**config.mk**
```make
export PLATFORM = sky130hd
export DESIGN_NAME = rvfi_retire_serializer
export DESIGN_NICKNAME = d
export VERILOG_FILES = /design/src/rtl/rvfi_retire_serializer.sv
export SDC_FILE = /design/constraint.sdc
export NUM_CORES = 2
export LEC_CHECK = 0
export CORE_MARGIN = 8
export CORE_UTILIZATION = 51
export CTS_BUF_LIST = sky130_fd_sc_hd__clkbuf_2
export DETAILED_ROUTE_END_ITERATION = 10
export GPL_ROUTABILITY_DRIVEN = 0
export PLACE_DENSITY = 0.8
export SYNTH_ARGS = -nofsm -noshare
export SYNTH_HDL_FRONTEND = slang
export SYNTH_SLANG_ARGS = --single-unit
```
**constraint.sdc**
```tcl
create_clock -name clk -period 8.3 [get_ports clk]
set_input_delay 0.83 -clock clk [delete_from_list [all_inputs] [get_ports clk]]
set_output_delay 0.83 -clock clk [all_outputs]
set_load 0.01 [all_outputs]
```
**src/rtl/rvfi_retire_serializer.sv**
```systemverilog
// ----------------------------------------------------------------------------
// rvfi_retire_serializer
//
// Takes up to NRET retirements per cycle from a multi-channel RVFI bus and
// buffers them in a FIFO. It replays them one per cycle, in program order, to a
// single-channel checker. Two sticky flags report dropped retirements
// (overflow) and gaps or reordering in rvfi_order (order_err).
//
// Ports
//   clk          in   rising-edge clock
//   reset        in   synchronous reset, active high
//   enable       in   capture enable (the FIFO keeps draining while low)
//   in_valid     in   [NRET]      per-channel retire strobe
//   in_order     in   [NRET*8]    per-channel rvfi_order
//   in_payload   in   [NRET*PW]   per-channel opaque payload
//   out_valid    out  FIFO head is valid
//   out_ready    in   downstream accepts the head
//   out_channel  out  [CW]        source channel of the head
//   out_order    out  [8]         rvfi_order of the head
//   out_payload  out  [PW]        payload of the head
//   level        out  [LW]        current occupancy
//   overflow     out  sticky: a whole cycle of retirements was dropped
//   order_err    out  sticky: rvfi_order sequence violation
// ----------------------------------------------------------------------------
module rvfi_retire_serializer #(
    parameter  int NRET        = 2,
    parameter  int PW          = 200,
    parameter  int DEPTH       = 8,   // power of two, >= NRET
    parameter  int CHECK_ORDER = 1,
    localparam int CW          = (NRET > 1) ? $clog2(NRET) : 1,
    localparam int LW          = $clog2(DEPTH) + 1
) (
    input  logic                 clk,
    input  logic                 reset,
    input  logic                 enable,
    input  logic [NRET-1:0]      in_valid,
    input  logic [NRET*8-1:0]    in_order,
    input  logic [NRET*PW-1:0]   in_payload,
    output logic                 out_valid,
    input  logic                 out_ready,
    output logic [CW-1:0]        out_channel,
    output logic [7:0]           out_order,
    output logic [PW-1:0]        out_payload,
    output logic [LW-1:0]        level,
    output logic                 overflow,
    output logic                 order_err
);

    localparam int AW = $clog2(DEPTH);
    localparam int KW = $clog2(NRET + 1);
    localparam int FW = LW + 1;

    // Entry storage, split per field.
    logic [CW-1:0]  r_chan [DEPTH];
    logic [7:0]     r_ord  [DEPTH];
    logic [PW-1:0]  r_pay  [DEPTH];

    logic [AW-1:0]  r_rptr;
    logic [AW-1:0]  r_wptr;
    logic [LW-1:0]  r_count;
    logic [7:0]     r_expected;
    logic           r_overflow;
    logic           r_order_err;

    logic [NRET-1:0] w_cap;
    logic [KW-1:0]   w_k;
    logic [AW-1:0]   w_slot [NRET];
    logic            w_pop;
    logic [FW-1:0]   w_free;
    logic            w_accept;
    logic            w_ord_bad;
    logic [7:0]      w_next_exp;

    // Compaction and order check share one walk over the channels in
    // ascending index: w_k is the running count of captured channels, which
    // is both the slot offset and the expected-order offset of the next one.
    always_comb begin
        // NOTE: combinational logic uses blocking '=' so the running count
        // updates within the loop; every output gets a default first so no
        // latch is inferred.
        w_cap      = enable ? in_valid : '0;
        w_pop      = (r_count != '0) && out_ready;
        w_k        = '0;
        w_ord_bad  = 1'b0;
        w_next_exp = r_expected;
        for (int i = 0; i < NRET; i++) begin
            w_slot[i] = r_wptr + AW'(w_k);
            if (w_cap[i]) begin
                if (in_order[i*8 +: 8] != (r_expected + 8'(w_k)))
                    w_ord_bad = 1'b1;
                // Resync to the last captured order so one fault flags once.
                w_next_exp = in_order[i*8 +: 8] + 8'd1;
                w_k        = w_k + KW'(1);
            end
        end
        // A slot vacated by this cycle's pop can be refilled in the same cycle.
        w_free   = FW'(DEPTH) - FW'(r_count) + FW'(w_pop);
        // All-or-nothing: a cycle that does not fit entirely is dropped.
        w_accept = (FW'(w_k) <= w_free);
    end

    always_ff @(posedge clk) begin
        if (reset) begin
            r_rptr      <= '0;
            r_wptr      <= '0;
            r_count     <= '0;
            r_expected  <= '0;
            r_overflow  <= 1'b0;
            r_order_err <= 1'b0;
            // NOTE: storage is cleared on reset so the head outputs read zero
            // afterwards; this keeps the array in flops rather than a RAM.
            for (int e = 0; e < DEPTH; e++) begin
                r_chan[e] <= '0;
                r_ord[e]  <= '0;
                r_pay[e]  <= '0;
            end
        end else begin
            if (w_accept) begin
                for (int i = 0; i < NRET; i++) begin
                    if (w_cap[i]) begin
                        r_chan[w_slot[i]] <= CW'(i);
                        r_ord[w_slot[i]]  <= in_order[i*8 +: 8];
                        r_pay[w_slot[i]]  <= in_payload[i*PW +: PW];
                    end
                end
                r_wptr <= r_wptr + AW'(w_k);
            end else begin
                r_overflow <= 1'b1;
            end

            if (w_pop)
                r_rptr <= r_rptr + AW'(1);

            r_count <= r_count + (w_accept ? LW'(w_k) : '0) - LW'(w_pop);

            // Expected order follows the traffic even on a dropped cycle so
            // post-overflow retirements are not also reported as a gap.
            r_expected <= w_next_exp;

            if ((CHECK_ORDER != 0) && w_accept && w_ord_bad)
                r_order_err <= 1'b1;
        end
    end

    assign out_valid   = (r_count != '0);
    assign out_channel = r_chan[r_rptr];
    assign out_order   = r_ord[r_rptr];
    assign out_payload = r_pay[r_rptr];
    assign level       = r_count;
    assign overflow    = r_overflow;
    assign order_err   = r_order_err;

endmodule

```
==> results.md <==
- Relative slew slack: -0.0195
- Nets@finish: 6,455
- Synth cell types: 55
- Die area: 175,000 um2
- Chip Width: between 400 and 500 um
- Leakage: 36.0 nW
- Switching Share: 0.312
- Synth area leaders: edfxtp_1 (60%), a22o_1 (18%), mux4_2 (11%)
- Clk_lat worst skew: between 1500 and 2000 ps
- IO Pins: around 640
- Internal power: 15.6 mW
- Max Clock Freq: 0.153 GHz
- Final setup vio count: 0
- Initial Util: 0.514
- Rows: roughly 150
- Syn_nets: about 5,600
- Routed vias/inst: approximately 7.0
- CTS tree: built
- Post-route cell area: slightly below 100,000 um2
- Vias in the first global route: about 60,000
- Largest net degree at the start of global routing: about 150
- Worst path cell trace: inv_1 -> ha_1 -> or3b_2 -> nand2_1 -> ha_1 -> inv_1 -> ha_1 -> inv_1 -> ha_1 -> nor2b_1 -> o21ai_0 -> a211o_2 -> and3_4 -> buf_4 -> buf_12 -> a22o_1 -> dlygate4sd3_1
- Slew Viols, Final: 40
- Crit-path leading delay family: buffers and inverters
- Clock network fraction of total power: 0.243
- Most used DFF post-synth: edfxtp_1
- Clk slew on worst S/H paths: around 120 ps
- Seq cells post-synth: between 1,500 and 2,000
- RSZ-0062 raised after global routing: false
- Commonest cells post-synth: a22o_1 (1,664), edfxtp_1 (1,664), buf_1 (443), mux4_2 (418), buf_2 (234)
- Worst Path Required: slightly below 10,000 ps
- Placed Area: between 80,000 and 90,000 um2
- CP max-delay cell: buf_4
- TNS Setup: 0 ps
- Tmin final: between 6000 and 7000 ps
- Max Cap Viol: 0
- Share of cells above drive strength 1: 0.221
- Failing checks: max-slew violations
- Remaining DRCs: 0
- Switch Pwr: 7.09 mW
- Final hold viol count: 0
- Initial antenna violation count: 32
- Actual slew at the worst max-slew pin: around 1500 ps
- Clock sinks: between 1,500 and 2,000
- EDFF count, synth: roughly 1,700
- Async set or reset register ratio after synthesis: 0
- Total grt overflow: 0
- Initial drt markers: 8,091
- Syn. warnings: 0
- Status: finished, violations left
- Root Buffer: clkbuf_2
- I/O Buffers: roughly 640
- Mapped Cells: 5,148
- VDD IR-drop max: 0.184 mV
- Worst path bufs/invs: 6
- DP HPWL: between 100,000 and 150,000 um
- Final ANT Viol Nets: 0
- DR pass1 iterations: 6
- CTS Buf Count: around 430
- Post-Route Skew: ~180 ps
- Top cell type's share of synthesized area: 0.605
- Layout Area Growth over Synthesis: 19.6%
- Mapped Area: approximately 83,000 um2
- Worst EP arrival: approximately 8000 ps
- Tot GR Track Use: 0.293
- Startpoint types: flip-flop
- Leading area contributor after synthesis: edfxtp_1
- Sequential Power Share: 0.466
- Avg WL per Cell: 31.5 um
- CTS Buffer Depth: 4
- Die H: 419 um
- Nature of the critical path endpoint: flip-flop
- Crit-path max cell delay: around 870 ps
- Avg Inst Size Synth: 16.1 um2
- Cell mode on critical path: ha_1
- Via count: 59,139
- CP max FO: about 120
- Period utilization: 0.789
- First-pass GRT wire length: about 390,000 um
- PwrDens: about 230 nW/um2
- Combinational power share: 0.291
- Fin Hold WS: approximately 320 ps
- Core footprint: approximately 160,000 um2
- Routed WL: ~270,000 um
- HP Class: input pin to flip-flop
- Sequential fraction of the synthesis area: 0.612
- CP Class: flip-flop to flip-flop
- Max H-tree Level: 5
flip-flops by register name, indices dropped and copies added (netlist names), named ones only:
signal      cells
r_expected      8
level           4
r_pay        1600
order_err       1
overflow        1
r_chan          8
r_rptr          3
r_wptr          3
r_ord          64
logic make-up (layout without fill, tap and decap cells):
family / Yosys count / after routing / synth area share
compound gates: 1726 / 1726 / 0.182
other cells: 0 / 38 / 0
buf+inv: 935 / 2098 / 0.0495
fa+ha+maj: 22 / 22 / 0.00351
mux: 635 / 635 / 0.143
simple gates: 110 / 110 / 0.00713
flops: 1695 / 1695 / 0.612
xor+xnor: 25 / 25 / 0.00265
what timing repair did:
action,CTS,global route
hold buffers,621,0
gates resized for setup,0,0
setup buffers,0,0
endpoints found under the hold margin,1673,0
layout make-up:
class | count | area (um2)
Timing Repair Buffer | 1345 | 13600
Clock buffer | 618 | 3090
Clock inverter | 117 | 526
Antenna cell | 38 | 95.1
Multi-Input combinational cell | 2518 | 28100
Tap cell | 2160 | 2700
Inverter | 18 | 67.6
Fill cell | 11388 | 61900
Sequential cell | 1695 | 50600
worst register-to-register path, cell delays in order (launching register included):
cell           delay (ps)
dfxtp_1               370
inv_1                 150
ha_1                  170
or3b_2                480
nand2_1               160
ha_1                  210
inv_1                  70
ha_1                  280
inv_1                  40
ha_1                  290
nor2b_1               130
o21ai_0               410
a211o_2               400
and3_4                670
buf_4                 870
buf_12                750
a22o_1                320
dlygate4sd3_1         620
power groups by stage:
stage | sequential (mW) | combinational (mW) | clock [mW]
finish | 10.6 | 6.62 | 5.52
global route | 10.6 | 6.88 | 5.99
CTS | 10.6 | 6.55 | 5.53
detailed placement | 10.8 | 6.30 | 0
global placement | 10.7 | 6.25 | 0
floorplan | 10.7 | 3.81 | 0
layout by cell type (no fill, tap or decap), drive strengths merged, types with 7 or more instances in the layout:
master,Yosys,routed
inv,18,20
clkbuf,165,618
mux4,418,418
diode,0,38
nand3,7,7
buf,752,87
clkdlybuf4s50,0,637
a31oi,10,10
nor2,13,13
mux2,212,212
clkinv,0,112
nor3,7,7
xor2,15,15
a21o,10,10
nand2b,10,10
xnor2,10,10
dfxtp,31,31
edfxtp,1664,1664
nand2,31,31
o21ai,12,12
and3,8,8
ha,20,20
a2111oi,7,7
a21oi,12,12
nand4,7,7
dlygate4sd3,0,621
a22o,1664,1664
final timing paths:
path / start / end / slack [ps] / cells after the start
setup / recovery: level[2] / r_pay[3][44] / 1750 / 17
hold / removal: in_payload[40] / r_pay[2][40] / 320 / 2
setup reg to reg: level[2] / r_pay[3][44] / 1750 / 17
hold reg to reg: r_chan[0] / r_chan[0] / 460 / 1
layer usage:
layer / wire length, um / GRT usage
met2: 132000 / 0.491
met3: 31200 / 0.0717
met4: 16100 / 0.181
met1: 89200 / 0.340
met5: 12 / 0
metrics by stage:
| stage | utilization | instances | setup WS, ps | total power, mW |
|---|---|---|---|---|
| 5_1_grt | 0.615 | 8499 | 1560 | 23.5 |
| 3_5_place_dp | 0.553 | 7115 | 2410 | 17.1 |
| 3_3_place_gp | 0.553 | 7115 | 2540 | 17.0 |
| 2_1_floorplan | - | 5148 | 1870 | 14.5 |
| 4_1_cts | 0.614 | 8471 | 1890 | 22.6 |
| 6_report | 0.615 | 8509 | 1750 | 22.7 |
Power figures use the tool's default switching activity.
